$ cat config.mk
export PLATFORM = sky130hd
export DESIGN_NAME = gpu_10gbetx_snap_capture
export DESIGN_NICKNAME = d
export VERILOG_FILES = /design/src/rtl/gpu_10gbetx_snap_capture.sv
export SDC_FILE = /design/constraint.sdc
export NUM_CORES = 1
export LEC_CHECK = 0
export CELL_PAD_IN_SITES_DETAIL_PLACEMENT = 1
export CELL_PAD_IN_SITES_GLOBAL_PLACEMENT = 2
export CORE_ASPECT_RATIO = 2
export CORE_UTILIZATION = 26
export DETAILED_ROUTE_END_ITERATION = 7
export GPL_TIMING_DRIVEN = 0
export PLACE_DENSITY = 0.85
export SKIP_CTS_REPAIR_TIMING = 1
export SYNTH_ARGS = -nofsm -noshare
export SYNTH_HDL_FRONTEND = slang
export SYNTH_SLANG_ARGS = --single-unit
$ cat constraint.sdc
create_clock -name user_clk -period 5.4 [get_ports user_clk]
set_input_delay 1.35 -clock user_clk [delete_from_list [all_inputs] [get_ports user_clk]]
set_output_delay 1.35 -clock user_clk [all_outputs]
set_load 0.02 [all_outputs]
$ cat src/rtl/gpu_10gbetx_snap_capture.sv
// gpu_10gbetx_snap_capture: arms from a software ctrl word, optionally waits for a trigger,
// then writes a fixed-depth burst of TX words into a snapshot BRAM and reports done/count.
module gpu_10gbetx_snap_capture #(
    parameter int ADDR_WIDTH = 11,
    parameter int DATA_WIDTH = 64
) (
    input  logic                  user_clk,
    input  logic                  user_rst,
    input  logic [31:0]           ctrl,
    input  logic [DATA_WIDTH-1:0] din,
    input  logic                  din_valid,
    input  logic                  trig,
    output logic [ADDR_WIDTH-1:0] bram_addr,
    output logic [DATA_WIDTH-1:0] bram_din,
    output logic                  bram_we,
    output logic [31:0]           status
);
    typedef enum logic [1:0] {IDLE, ARMED, CAPTURE, DONE} state_t;
    localparam logic [ADDR_WIDTH:0] LAST = {1'b0, {ADDR_WIDTH{1'b1}}};
    state_t                  state_q, state_d;
    logic [ADDR_WIDTH:0]     count_q, count_d;
    logic                    arm_prev_q;
    logic                    we_q, we_d;
    logic [ADDR_WIDTH-1:0]   addr_q, addr_d;
    logic [DATA_WIDTH-1:0]   din_q, din_d;
    logic [31:0]             status_q, status_d;
    logic                    arm_edge, clear, qual, go, accept;
    assign arm_edge = ctrl[0] & ~arm_prev_q;
    assign clear    = ctrl[3];
    assign qual     = ctrl[2] ? din_valid : 1'b1;
    assign go       = ~ctrl[1] | trig;
    // The ARMED cycle that sees go already offers its din as the first sample.
    assign accept   = ~clear & ~arm_edge & qual &
                      ((state_q == CAPTURE) | ((state_q == ARMED) & go));
    always_ff @(posedge user_clk) begin
        if (user_rst) begin
            state_q    <= IDLE;
            count_q    <= '0;
            arm_prev_q <= 1'b1;
            we_q       <= 1'b0;
            addr_q     <= '0;
            din_q      <= '0;
            status_q   <= '0;
        end else begin
            state_q    <= state_d;
            count_q    <= count_d;
            arm_prev_q <= ctrl[0];
            we_q       <= we_d;
            addr_q     <= addr_d;
            din_q      <= din_d;
            status_q   <= status_d;
        end
    end
    always_comb begin
        state_d = state_q;
        if (clear)
            state_d = IDLE;
        else if (arm_edge)
            state_d = ARMED;
        else if (state_q == ARMED && go)
            state_d = CAPTURE;
        else if (state_q == CAPTURE && accept && count_q == LAST)
            state_d = DONE;
    end
    always_comb begin
        count_d  = (clear | arm_edge) ? '0 : count_q + (ADDR_WIDTH+1)'(accept);
        we_d     = accept;
        addr_d   = accept ? count_q[ADDR_WIDTH-1:0] : addr_q;
        din_d    = accept ? din : din_q;
        status_d = '0;
        status_d[31] = (state_q == DONE);
        status_d[30] = (state_q == ARMED) | (state_q == CAPTURE);
        status_d[ADDR_WIDTH:0] = count_q;
    end
    assign bram_we   = we_q;
    assign bram_addr = addr_q;
    assign bram_din  = din_q;
    assign status    = status_q;
endmodule

==> key figures, run 1 <==
Clock tree
  – Clk_lat worst skew: roughly 0.35 ns
  – Clock-pin slew of the registers on the worst-case setup and hold paths: roughly 0.070 ns
  – Clock tree buffer depth: 2
  – CTS sink count: 105
  – H-tree Lvls: 3
  – TritonCTS clock tree: yes
  – CTS root buf: clkbuf_16
  – CTS buffer count: 9

Logic synthesis
  – Synth Cell Area: roughly 4500 um^2
  – Sequential share of the synthesized area: 0.4627
  – Syn avg cell area: 10.23 um^2
  – Post-synthesis cell count: about 440
  – Distinct cells, synth: 31
  – Post-synth ARST share: 0
  – Number of synthesized flops with an enable pin: 0
  – Yosys warns: 0
  – Dominant synthesized flop cell: dfxtp_1
  – #FFs+latches synth: 105

Power
  – Leakage: 2.454 nW
  – Reg power frac: 0.484
  – Switching Fraction: 0.2299
  – Combinational Power Share: 0.094
  – Internal: about 1.2 mW
  – Net Sw Power: approximately 0.37 mW
  – Clock power frac: 0.422
  – Max rail drop VDD: 0.1218 mV
  – Design Power: between 1.5 and 2 mW
  – Power Dens Cells: 238.2 nW/um^2

Cells and area
  – Diode count: 0
  – Nets: approximately 740
  – Commonest non-fill, non-tap cells in the layout: clkdlybuf4s50_1 (160), nand2b_1 (129), dfxtp_1 (105)
  – Commonest non-fill, non-tap cell in the layout: clkdlybuf4s50_1
  – Layout cells sized above 1: 0.08948
  – Finished Cell Area: a little under 7000 um^2
  – Area Growth Syn to Fin: 49.19%

Global route
  – GRT overflow: 0
  – Gr usage total: 0.1505
  – First-pass GRT wire length: 20.45 mm
  – Vias in the first global route: just under 4000
  – Initial antenna violation count: 0
  – Largest net degree at the start of global routing: 18

Run status
  – Status: complete, no violations

Timing
  – FMAX: 279.6 MHz
  – RSZ-0062 raised after global routing: false
  – Final setup violation count: 0
  – Final setup margin: 1.824 ns
  – Worst-case clock skew: ~0.0064 ns
  – Final Max Tran Viols: 0
  – Final Hold Vio Count: 0
  – Fin Setup TNS: 0 ns
  – Hold slack: 0.4733 ns
  – Slew @ Worst Pin: around 0.59 ns
  – Tmin final: approximately 3.6 ns
  – Part of the cycle the worst path needs: 0.6622
  – Max transition margin: 0.6034

Placement
  – Placer congestion estimate: around 0.8
  – Dpl ws: between 1 and 1.5 ns
  – Buffers on Ports: 160
  – DPL Wire Length: 10.57 mm
  – Placed cell area: 6471 um^2

Drt
  – DR DRC count: 0
  – Initial DRC count: 37
  – Drt first pass iters: 4
  – Total Routed Length: between 10 and 15 mm
  – Via density: 4.325
  – Routed Antenna Nets: 0
  – Via count: ~3700
  – DR WL/cell: 15.76 um

Job
  – Number of max-cap violations: 0

Setup path
  – Worst Path Arrival: about 3.8 ns
  – Critical path capture point type: register
  – R2r setup slk: roughly 2.9 ns
  – Nature of the critical path startpoint: input pin
  – CP Data Required Time: between 5 and 6 ns
  – Setup CP Type: input pin to register
  – Worst Path Max Fanout: 11

Floorplanning
  – Boundary pin count: approximately 210
  – Die area: 18040 um^2
  – Area of the core: between 15000 and 20000 um^2
  – Die Wd: approximately 95 um
  – Die height: between 150 and 200 um
  – Number of cell rows: 68
  – Starting Density: 0.2643

Min path
  – Worst min path class: register to register
[area by class of cell]
| class | instances | area, um^2 |
|---|---|---|
| flip-flops and latches | 105 | 2102 |
| repair buffers | 160 | 1602 |
| multi-input cells | 307 | 2205 |
| fillers | 1946 | 10410 |
| clock buffers | 11 | 242.7 |
| plain buffers | 44 | 281.5 |
| well taps | 210 | 262.8 |
| clock inverters | 5 | 63.81 |
| inverters | 5 | 18.77 |
[worst max-delay path, cell delays in order]
cell,delay (ns)
clkdlybuf4s50_1,0.46
nand2b_4,0.12
and3b_1,0.22
o21ai_2,0.13
inv_2,0.08
buf_2,0.31
ha_1,0.33
ha_1,0.20
and4_1,0.24
nand4_1,0.13
xor2_1,0.17
nor2_1,0.05
[power groups by stage]
stage / clock network (mW) / logic (mW) / registers, mW
6_report: 0.682 / 0.151 / 0.781
5_1_grt: 0.736 / 0.164 / 0.782
4_1_cts: 0.711 / 0.154 / 0.781
3_5_place_dp: 0 / 0.153 / 0.799
3_3_place_gp: 0 / 0.151 / 0.799
2_1_floorplan: 0 / 0.0696 / 0.804
[state kept, by name (all words and copies together) (netlist names)]
register,flops
status,14
bram_addr,11
bram_din,64
arm_prev_q,1
bram_we,1
count_q,12
state_q,2
[cells in the mapped netlist (all sizes together) (3+ instances only)]
master | count | share of area
dfxtp | 105 | 0.46
nand4 | 5 | 0.0069
nand2 | 5 | 0.0041
nor2 | 13 | 0.011
nor2b | 24 | 0.033
buf | 27 | 0.048
inv | 5 | 0.0041
nand2b | 130 | 0.18
and4 | 3 | 0.0058
mux2 | 11 | 0.027
clkbuf | 17 | 0.014
xor2 | 9 | 0.017
ha | 6 | 0.017
mux2i | 64 | 0.14
nand3 | 6 | 0.0066
[metrics by stage]
| step | util | instances |
|---|---|---|
| 5_1_grt | 0.3944 | 847 |
| 6_report | 0.3944 | 847 |
| 4_1_cts | 0.3944 | 847 |
| 3_5_place_dp | 0.3765 | 831 |
| 3_3_place_gp | 0.3765 | 831 |
| 2_1_floorplan | - | 461 |
[cell families after synthesis]
kind of cell / after synthesis / synth area share
other cells: 1 / 0.0008254
fa+ha+maj: 6 / 0.01652
compound gates: 5 / 0.007988
xor+xnor: 10 / 0.01928
buf+inv: 49 / 0.06609
mux: 75 / 0.1683
simple gates: 193 / 0.2583
flops: 105 / 0.4627
[final timing paths]
| path | cells past startpoint | startpoint | end |
|---|---|---|---|
| setup / recovery | 12 | ctrl[0] | count_q[8] |
| hold / removal | 2 | bram_din[47] | bram_din[47] |
| setup reg to reg | 12 | state_q[1] | count_q[8] |
| hold reg to reg | 2 | bram_din[47] | bram_din[47] |
[routing by layer]
layer	up-vias	wire length, um	GRT usage
li1	1775	-	-
met1	1756	4587	0.1366
met2	120	7728	0.3005
met3	12	784	0.03855
met4	0	250	0.05798
met5	-	0	0
Note: power is estimated with default switching activity, not from simulation.
==> run 2: changes to the inputs <==
Settings changed: CORE_UTILIZATION 26 to 22, PLACE_DENSITY 0.85 to 0.76.
Clock period 5.4 ns to 3.08 ns, I/O delays scaled along.
==> run 2 against run 1 <==
Effect of this change: core utilization shrank 6.0 points; wire length rose by 3.5%; sequential share of layout area decreased by 0.18 points; clock power up 66%; worst hold slack improved by 0.00088 ns; worst setup slack worse by 1.5 ns; sequential power grew 75%; non-clock buffer count down 1; clock skew is essentially flat; critical path type unchanged.
==> key figures, run 2 (synthesis results as in run 1) <==
Cells and area
  – Number of flip-flops in the largest register: 64 (unchanged)
  – Area Growth Syn to Fin: 50.07% (was 49.19%)
  – Reg area: 2102 um^2 (unchanged)
  – Diode count: 0 (unchanged)
  – Filler Cells Inserted: 2346 (was 1946)
  – Commonest non-fill, non-tap cells in the layout: clkdlybuf4s50_1 (160), nand2b_1 (129), dfxtp_1 (105) (unchanged)
  – Core Util, Final: 0.3347 (was 0.3944)
  – Nets: 737 (was 738)
  – Commonest non-fill, non-tap cell in the layout: clkdlybuf4s50_1 (unchanged)
  – Layout cells sized above 1: 0.08805 (was 0.08948)
  – Multi-input logic area: 2205 um^2 (unchanged)
  – Finished Cell Area: 6818 um^2 (was 6778 um^2)

Placement
  – Placed cell area: 6541 um^2 (was 6471 um^2)
  – Placer congestion estimate: 0.7701 (was 0.7781)
  – Dpl ws: -0.2904 ns (was 1.431 ns)
  – DPL Wire Length: 10.99 mm (was 10.57 mm)
  – Buffers on Ports: 160 (unchanged)

Timing
  – Final setup violation count: 0 (unchanged)
  – Fin Setup TNS: 0 ns (unchanged)
  – Hold slack: 0.4742 ns (was 0.4733 ns)
  – Final setup margin: 0.2923 ns (was 1.824 ns)
  – Slew @ Worst Pin: 0.6356 ns (was 0.5949 ns)
  – RSZ-0062 raised after global routing: false (unchanged)
  – Worst-case clock skew: 0.006518 ns (was 0.006413 ns)
  – Final Max Tran Viols: 0 (unchanged)
  – Tmin final: roughly 2.8 ns
  – Part of the cycle the worst path needs: 0.9051
  – Max transition margin: 0.5763 (was 0.6034)
  – Final Hold Vio Count: 0 (unchanged)
  – FMAX: approximately 360 MHz

Power
  – Max rail drop VDD: 0.2096 mV (was 0.1218 mV)
  – Leakage: 2.433 nW (was 2.454 nW)
  – Power Dens Cells: 405.9 nW/um^2 (was 238.2 nW/um^2)

Floorplanning
  – Number of cell rows: 74 (was 68)
  – Die height: 205.2 um (was 188.9 um)
  – Die Wd: 103.6 um (was 95.47 um)
  – Area of the core: 20370 um^2 (was 17190 um^2)
  – Starting Density: 0.2230 (was 0.2643)
  – Die area: 21260 um^2 (was 18040 um^2)
  – Boundary pin count: 208 (unchanged)

Setup path
  – Nature of the critical path startpoint: input pin (unchanged)
  – Worst Path Max Fanout: 12 (was 11)
  – CP peak stage delay: 0.46 ns (about the same)
  – Crit path buf inv count: 2 (was 3)
  – Cell mode on critical path: ha_1 (unchanged)
  – Setup CP Type: input pin to register (unchanged)
  – Crit path max-delay family: simple AND/OR/NAND/NOR gates (was buffers and inverters)
  – CP Data Required Time: 3.31 ns (was 5.62 ns)
  – Crit-path cells: clkdlybuf4s50_1 -> nand2b_4 -> and3b_1 -> o21ai_2 -> inv_4 -> ha_1 -> ha_1 -> and4_1 -> nand4_1 -> xor2_1 -> nor2_1 (was clkdlybuf4s50_1 -> nand2b_4 -> and3b_1 -> o21ai_2 -> inv_2 -> buf_2 -> ha_1 -> ha_1 -> and4_1 -> nand4_1 -> xor2_1 -> nor2_1)
  – Critical path capture point type: register (unchanged)
  – Worst Path Arrival: 3.02 ns (was 3.80 ns)
  – Crit-path slowest cell: clkdlybuf4s50_1 (unchanged)

Drt
  – Drt first pass iters: 4 (unchanged)
  – Via density: 4.038 (was 4.325)
  – Routed Antenna Nets: 0 (unchanged)
  – DR DRC count: 0 (unchanged)
  – Via count: 3642 (was 3663)
  – Total Routed Length: 13.81 mm (was 13.35 mm)
  – DR WL/cell: 15.31 um (was 15.76 um)
  – Initial DRC count: 76 (was 37)

Global route
  – Vias in the first global route: 4132 (was 3974)
  – GR Util met3: 0.02946 (was 0.03855)
  – GRT busiest layer: met2 (unchanged)
  – Met1 Usage GRT: 0.1253 (was 0.1366)
  – Largest net degree at the start of global routing: 19 (was 18)
  – Initial antenna violation count: 0 (unchanged)
  – Met2 Usage GRT: 0.2843 (was 0.3005)
  – First-pass GRT wire length: 22.27 mm (was 20.45 mm)
  – Gr usage total: 0.1369 (was 0.1505)
  – GRT overflow: 0 (unchanged)

Clock tree
  – Clock tree buffer depth: 2 (unchanged)
  – CTS root buf: clkbuf_16 (unchanged)
  – CTS sink count: 105 (unchanged)
  – TritonCTS clock tree: yes (unchanged)
  – CTS buffer count: 9 (unchanged)
  – H-tree Lvls: 3 (unchanged)
  – Clock-pin slew of the registers on the worst-case setup and hold paths: 0.08 ns (was 0.07 ns)
  – Clk_lat worst skew: 0.35 ns (about the same)

Min path
  – Worst min path class: register to register (unchanged)

Run status
  – Status: complete, no violations (unchanged)

Job
  – Number of max-cap violations: 0 (unchanged)
## run 2: cell type report
class                      instances  area share
sequential                       105      0.3083
tap                              266     0.04882
multi-input combinational        307      0.3234
inverter                           5    0.003120
buffer                            43     0.04056
timing repair buffer             160      0.2349
clock buffer                      10     0.03358
clock inverter                     6    0.007341
## run 2: where the power goes
part | switching (mW) | leakage (nW) | internal (mW)
combinational | 0.112 | 1.46 | 0.156
sequential | 0.00447 | 0.846 | 1.36
clock | 0.569 | 0.131 | 0.562
total | 0.685 | 2.43 | 2.08
## run 2: final timing paths
check	from	to	slack, ns	depth (start not counted)
max	ctrl[0]	count_q[8]	0.29	11
min	bram_din[47]	bram_din[47]	0.47	2
max reg2reg	state_q[1]	count_q[10]	0.70	11
min reg2reg	bram_din[47]	bram_din[47]	0.47	2
## run 2: through the flow
stage,cells,total power [mW]
after global placement,887,1.668
after global routing,902,2.893
after detailed placement,887,1.673
after CTS,903,2.828
final,902,2.767
after floorplan,461,1.532
## run 2: metal layers
| layer | up-vias | part of all wire |
|---|---|---|
| met3 | 16 | 0.047 |
| met1 | 1737 | 0.35 |
| met2 | 115 | 0.58 |
| met5 | - | 0 |
| li1 | 1774 | - |
| met4 | 0 | 0.019 |
## run 2: worst reg2reg max path: cells and delay by family, from the launching register on
kind                     cells  cell delay [ns]
flip-flops                   1             0.37
buffers and inverters        2             0.23
XOR/XNOR                     1             0.16
AND/OR/NAND/NOR              3             0.39
AO/OA/AOI/OAI                2             0.40
adder cells (fa/ha/maj)      3             0.71
==> run 3: changes to the inputs <==
--- a/config.mk
+++ b/config.mk
@@ -12,4 +12,5 @@
 export DETAILED_ROUTE_END_ITERATION = 7
 export GPL_TIMING_DRIVEN = 0
+export HOLD_SLACK_MARGIN = 0.06
 export PLACE_DENSITY = 0.76
 export SKIP_CTS_REPAIR_TIMING = 1
==> constraint.sdc (replaced) <==
create_clock -name user_clk -period 3.08 [get_ports user_clk]
set_input_delay 0.924 -clock user_clk [delete_from_list [all_inputs] [get_ports user_clk]]
set_output_delay 0.924 -clock user_clk [all_outputs]
set_load 0.02 [all_outputs]
==> run 3 against run 2 <==
Effect of this change: die area stayed put; final cell count unchanged; maximum frequency is 3.7% lower; power barely moved; sequential power barely moved; critical path type unchanged; largest power group unchanged.
==> key figures, run 3 (synthesis results as in run 1) <==
Setup path
  – Worst Path Arrival: 3.12 ns (was 3.02 ns)
  – Critical path capture point type: register (unchanged)
  – End of the worst register-to-register path: count_q[10] (unchanged)
  – CP Data Required Time: 3.31 ns (about the same)
  – Setup CP Type: input pin to register (unchanged)
  – Worst Path Max Fanout: 12 (unchanged)
  – Worst r2r src: state_q[1] (unchanged)
  – R2r setup slk: 0.76 ns (was 0.70 ns)
  – Register-to-Register Path Depth: 11 (unchanged)
  – Nature of the critical path startpoint: input pin (unchanged)

Job
  – Number of max-cap violations: 0 (unchanged)

Global route
  – Initial antenna violation count: 0 (unchanged)
  – Largest net degree at the start of global routing: 19 (unchanged)
  – First-pass GRT wire length: 22.27 mm (unchanged)
  – GRT overflow: 0 (unchanged)
  – Vias in the first global route: 4132 (unchanged)
  – Gr usage total: 0.1369 (unchanged)

Clock tree
  – Clock-pin slew of the registers on the worst-case setup and hold paths: 0.08 ns (about the same)
  – TritonCTS clock tree: yes (unchanged)
  – Clk_lat worst skew: 0.35 ns (about the same)
  – CTS buffer count: 9 (unchanged)
  – Clock tree buffer depth: 2 (unchanged)
  – CTS sink count: 105 (unchanged)
  – CTS root buf: clkbuf_16 (unchanged)
  – H-tree Lvls: 3 (unchanged)

Floorplanning
  – Area of the core: 20370 um^2 (unchanged)
  – Number of cell rows: 74 (unchanged)
  – Die Wd: 103.6 um (unchanged)
  – Die height: 205.2 um (unchanged)
  – Starting Density: 0.2230 (unchanged)
  – Die area: 21260 um^2 (unchanged)
  – Boundary pin count: 208 (unchanged)

Drt
  – Total Routed Length: 13.81 mm (about the same)
  – Via count: 3641 (was 3642)
  – DR WL/cell: 15.31 um (about the same)
  – Drt first pass iters: 4 (unchanged)
  – Initial DRC count: 78 (was 76)
  – Via density: 4.037 (was 4.038)
  – Routed Antenna Nets: 0 (unchanged)
  – DR DRC count: 0 (unchanged)

Cells and area
  – Area Growth Syn to Fin: 50.12% (was 50.07%)
  – Nets: 737 (unchanged)
  – Commonest non-fill, non-tap cell in the layout: clkdlybuf4s50_1 (unchanged)
  – Number of flip-flops in the largest register: 64 (unchanged)
  – Core Util, Final: 0.3348 (was 0.3347)
  – Commonest non-fill, non-tap cells in the layout: clkdlybuf4s50_1 (160), nand2b_1 (129), dfxtp_1 (105) (unchanged)
  – Layout cells sized above 1: 0.08962 (was 0.08805)
  – Diode count: 0 (unchanged)

Timing
  – FMAX: 345.5 MHz (was 358.7 MHz)
  – Max transition margin: 0.5763 (about the same)
  – Fin Setup TNS: 0 ns (unchanged)
  – Worst-case clock skew: 0.006518 ns (unchanged)
  – RSZ-0062 raised after global routing: false (unchanged)
  – Part of the cycle the worst path needs: 0.9398 (was 0.9051)
  – Final Max Tran Viols: 0 (unchanged)
  – Final setup violation count: 0 (unchanged)
  – Slew @ Worst Pin: 0.6356 ns (about the same)
  – Tmin final: 2.894 ns (was 2.788 ns)
  – Final Hold Vio Count: 0 (unchanged)

Min path
  – Min-delay src: bram_din[47] (unchanged)
  – Worst min path class: register to register (unchanged)
  – Hold Path Stages: 2 (unchanged)
  – Min-Delay Endpoint: bram_din[47] (unchanged)

Placement
  – Placer congestion estimate: 0.7701 (unchanged)
  – DPL Wire Length: 10.99 mm (unchanged)
  – Buffers on Ports: 160 (unchanged)

Run status
  – Status: complete, no violations (unchanged)

Power
  – Leakage: 2.429 nW (was 2.433 nW)
  – Max rail drop VDD: 0.2096 mV (unchanged)
  – Power Dens Cells: 405.7 nW/um^2 (was 405.9 nW/um^2)
[run 3: cell counts in the layout (fill, tap and decap cells not counted)]
Identical to the previous run, type by type.
[run 3: layout make-up]
| class | count | area (um^2) |
|---|---|---|
| clock inverter | 6 | 50.05 |
| timing repair buffer | 160 | 1602 |
| tap | 266 | 332.8 |
| fill | 2346 | 13550 |
| buffer | 43 | 276.5 |
| multi-input combinational | 307 | 2207 |
| sequential | 105 | 2102 |
| clock buffer | 10 | 229.0 |
| inverter | 5 | 21.27 |
[run 3: worst max-delay path by stage]
| stage | from | to | cells past startpoint |
|---|---|---|---|
| after floorplan | din_valid | count_q[8] | 11 |
| after global placement | ctrl[0] | count_q[8] | 12 |
| after detailed placement | ctrl[0] | count_q[8] | 12 |
| after CTS | ctrl[0] | count_q[8] | 12 |
| after global routing | ctrl[0] | count_q[8] | 11 |
| final | ctrl[0] | count_q[8] | 11 |
[run 3: routing by layer]
layer,track usage,wire (um),vias to the layer above
met5,0,0,-
met3,0.02946,654,16
met2,0.2843,8021,115
li1,-,-,1774
met1,0.1253,4862,1736
met4,0.05487,269,0
[run 3: per-stage QoR]
| step | cell area (um^2) | std cells | setup WS, ns | power, mW | hold slack (ns) |
|---|---|---|---|---|---|
| 2_1_floorplan | 4607 | 461 | 0.4596 | 1.532 | 0.4680 |
| 3_3_place_gp | 6541 | 887 | -0.4089 | 1.668 | 0.4590 |
| 3_5_place_dp | 6541 | 887 | -0.4444 | 1.673 | 0.4670 |
| 4_1_cts | 6820 | 903 | -0.07670 | 2.828 | 0.4778 |
| 5_1_grt | 6820 | 902 | 0.005657 | 2.893 | 0.5015 |
| 6_report | 6820 | 902 | 0.1855 | 2.767 | 0.4742 |
[run 3: power by group]
group,internal [mW],leakage [nW],switching [mW]
registers,1.36,0.846,0.00447
clock network,0.562,0.131,0.569
logic,0.156,1.45,0.112
[run 3: worst max-delay path: stages]
cell	delay (ns)
clkdlybuf4s50_1	0.46
nand2b_4	0.12
and3b_1	0.22
o21ai_2	0.13
inv_4	0.20
ha_2	0.28
ha_1	0.19
and4_1	0.24
nand4_1	0.12
xor2_1	0.16
nor2_1	0.05
==> RTL edit (config.mk and constraints of run 3) <==
`addr_q` and `din_q` no longer have a reset.
--- a/src/rtl/gpu_10gbetx_snap_capture.sv
+++ b/src/rtl/gpu_10gbetx_snap_capture.sv
@@ -38,18 +38,19 @@
             count_q    <= '0;
             arm_prev_q <= 1'b1;
             we_q       <= 1'b0;
-            addr_q     <= '0;
-            din_q      <= '0;
             status_q   <= '0;
         end else begin
             state_q    <= state_d;
             count_q    <= count_d;
             arm_prev_q <= ctrl[0];
             we_q       <= we_d;
-            addr_q     <= addr_d;
-            din_q      <= din_d;
             status_q   <= status_d;
         end
+    end
+
+    always_ff @(posedge user_clk) begin
+        addr_q <= addr_d;
+        din_q  <= din_d;
     end
     always_comb begin
         state_d = state_q;
Check against the original RTL: differs if user_rst is asserted again (counterexample within 4 cycles, from zero or initial values and one cycle with user_rst high); with user_rst held inactive, the same outputs for 10 cycles.
==> RTL edit against run 3 <==
Die area is 22% lower. Total power is 5.2% higher. Critical endpoint unchanged. Register-to-register slack better by 30 ps. Critical path depth is 2 lower. Global-route usage is 3.0 points lower. Largest cell class is now sequential cells. Sequential cell count stayed put. Area after synthesis is 22% lower. Design area is 15% lower. Largest power group unchanged. Critical path type unchanged. Setup slack better by 1.3 ps. Wire length is 31% lower. Cell count is 32% lower.
==> RTL edit: results (changes against run 3) <==
* Run status: completed (unchanged)
- Largest net degree at the start of global routing: 79 (was 19)
* Largest voltage drop on the vdd net: 0.000332 V (was 0.000210 V)
* Worst EP arrival: 3160 ps (was 3120 ps)
* Slowest stage cell on the critical path: clkdlybuf4s50_1 (unchanged)
- Worst-case clock skew: 9.08 ps (was 6.52 ps)
- Post-synth EDFFs: 75 (was 0)
* Met3 demand-to-capacity share in global routing: 1.94% (was 2.95%)
- The count of final setup violators came to 0 (unchanged).
- Detailed-route via count: 2,365 (was 3,641)
- Starting DRC count in detailed routing: 89 (was 78)
- The fraction of final layout cells sized beyond drive strength 1 came to 11.7% (was 8.96%).
- The deepest level of the CTS H-tree came to 3 (unchanged).
- The depth of the worst register-to-register path came to 8 (was 11).
- Crit path from: trig (was ctrl[0])
- The root buffer cell is clkbuf_16 (unchanged).
* IO buf count: 161 (was 160)
- The post-DP HPWL came to 6.74 mm (was 11.0 mm).
- Via density: 3.88 (was 4.04)
- The number of filler cells placed in the layout is 1,684 (was 2,346).
- Leading cell types by total area after synthesis: edfxtp_1, dfxtp_1, buf_4, nor2b_1, ha_1 (was dfxtp_1, nand2b_1, mux2i_1, nor2b_1, buf_4)
* Critical path peak fanout: 10 (was 12)
- The leakage power came to 2.06 nW (was 2.43 nW).
- Antenna diode instance count: 0 (unchanged)
- The actual slew at the worst max-slew pin is 984 ps (was 636 ps).
- The proportion of synthesized chip area in sequential cells was 80.7% (was 46.3%).
* Global routing met1 resource utilization: 10.3% (was 12.5%)
* Synth warnings: 0 (unchanged)
- Hold crit path type: flip-flop to flip-flop (unchanged)
- Drt wl/cell: 15.7 um (was 15.3 um)
- The part of the cycle the worst path needs is 93.9% (was 94.0%).
- The global-route wire length before repair came to 13.4 mm (was 22.3 mm).
- The mean post-synth cell area is 16.8 um^2 (was 10.2 um^2).
- Placed cell count: 590 (was 887)
- Startpoint of the most critical register-to-register path: state_q[0]$_SDFFE_PP0P_ (was state_q[1]$_SDFFE_PP0P_)
- CP max stage delay: 440 ps (was 460 ps)
- Initial antenna violation count: 0 (unchanged)
- Commonest cells in the synthesized netlist: edfxtp_1, dfxtp_1, buf_4 (was nand2b_1, dfxtp_1, mux2i_1)
* Clk buf depth: 2 (unchanged)
- Share of flip-flops with an asynchronous set or reset after synthesis: 0% (unchanged)
- The clock latency at the later pin of the worst-skew pair came to 350 ps (about the same).
- The internal power consumption came to 2.28 mW (was 2.08 mW).
- Distinct cell type count of the synthesized netlist: 29 (was 31)
- Critical path class: input pin to flip-flop (unchanged)
- Met2 Use GR: 20.9% (was 28.4%)
- GRT overflow: 0 (unchanged)
- DR pass1 iterations: 5 (was 4)
- The worst setup timing slack at the placement stage is -1030 ps (was -444 ps).
* Reg2reg setup slack: 790 ps (was 760 ps)
- Worst setup path endpoint: count_q[8]$_SDFF_PP0_ (unchanged)
* Clock-pin slew reported for the worst setup and hold paths after clock tree synthesis: 80 ps (about the same)
* Weighted congestion at the end of routability-driven global placement: 0.694 (was 0.770)
* Via count of the first global-routing pass: 2,465 (was 4,132)
- The global-route usage over all layers came to 10.7% (was 13.7%).
- The net total in the final layout came to 510 (was 737).
==> RTL edit: cells by family (layout without fill, tap and decap cells) <==
family                   count (synthesis)  after routing  synth area share, %
other                                    1             18                0.106
adder cells (fa/ha/maj)                  6              6                 2.12
AO/OA/AOI/OAI                            6              9                 1.03
AND/OR/NAND/NOR                         60             60                 9.37
flip-flops                             105            105                 80.7
XOR/XNOR                                 9              9                 2.23
buffers and inverters                   24            202                 4.49
==> RTL edit: how the worst min path moves through the flow <==
stage	start	end	slack [ps]	cells after the start
2_1_floorplan	count_q[4]$_SDFF_PP0_	bram_addr[4]$_DFFE_PP_	410	0
3_3_place_gp	count_q[4]$_SDFF_PP0_	bram_addr[4]$_DFFE_PP_	410	0
3_5_place_dp	count_q[4]$_SDFF_PP0_	bram_addr[4]$_DFFE_PP_	420	0
4_1_cts	count_q[4]$_SDFF_PP0_	bram_addr[4]$_DFFE_PP_	440	0
5_1_grt	count_q[4]$_SDFF_PP0_	bram_addr[4]$_DFFE_PP_	450	0
6_report	count_q[4]$_SDFF_PP0_	bram_addr[4]$_DFFE_PP_	430	0
==> RTL edit: final cells by class <==
class                           instances  area [um^2]  share of cell area, %
Sequential cell                       105         2850                   48.9
Timing Repair Buffer                  162         1620                   27.8
Multi-Input combinational cell        102          631                   10.8
Tap cell                              201          251                   4.31
Clock buffer                            9          225                   3.86
Buffer                                 21          148                   2.53
Clock inverter                          7         92.6                   1.59
Inverter                                3         11.3                  0.193
==> RTL edit: layer usage <==
metal  wire length, um  part of all wire, %
met5                 0                    0
met4               293                  3.1
met3               510                  5.3
met2              5540                   58
met1              3220                   34
==> RTL edit: metrics by stage <==
step                area, um^2  hold WS (ps)
finish                    5830           432
global route              5830           449
CTS                       5790           437
detailed placement        5470           418
global placement          5470           413
floorplan                 3610           406
==> RTL edit: power groups by stage <==
stage	sequential [mW]	clock (mW)	combinational (mW)
floorplan	1.56	0	0.0509
global placement	1.55	0	0.171
detailed placement	1.55	0	0.175
CTS	1.52	1.25	0.176
global route	1.52	1.29	0.190
finish	1.52	1.21	0.179
==> RTL edit: worst max-delay path: cells and delay by family <==
family	cells	cell delay, ps
buf+inv	1	440
compound gates	2	400
fa+ha+maj	2	420
simple gates	4	970
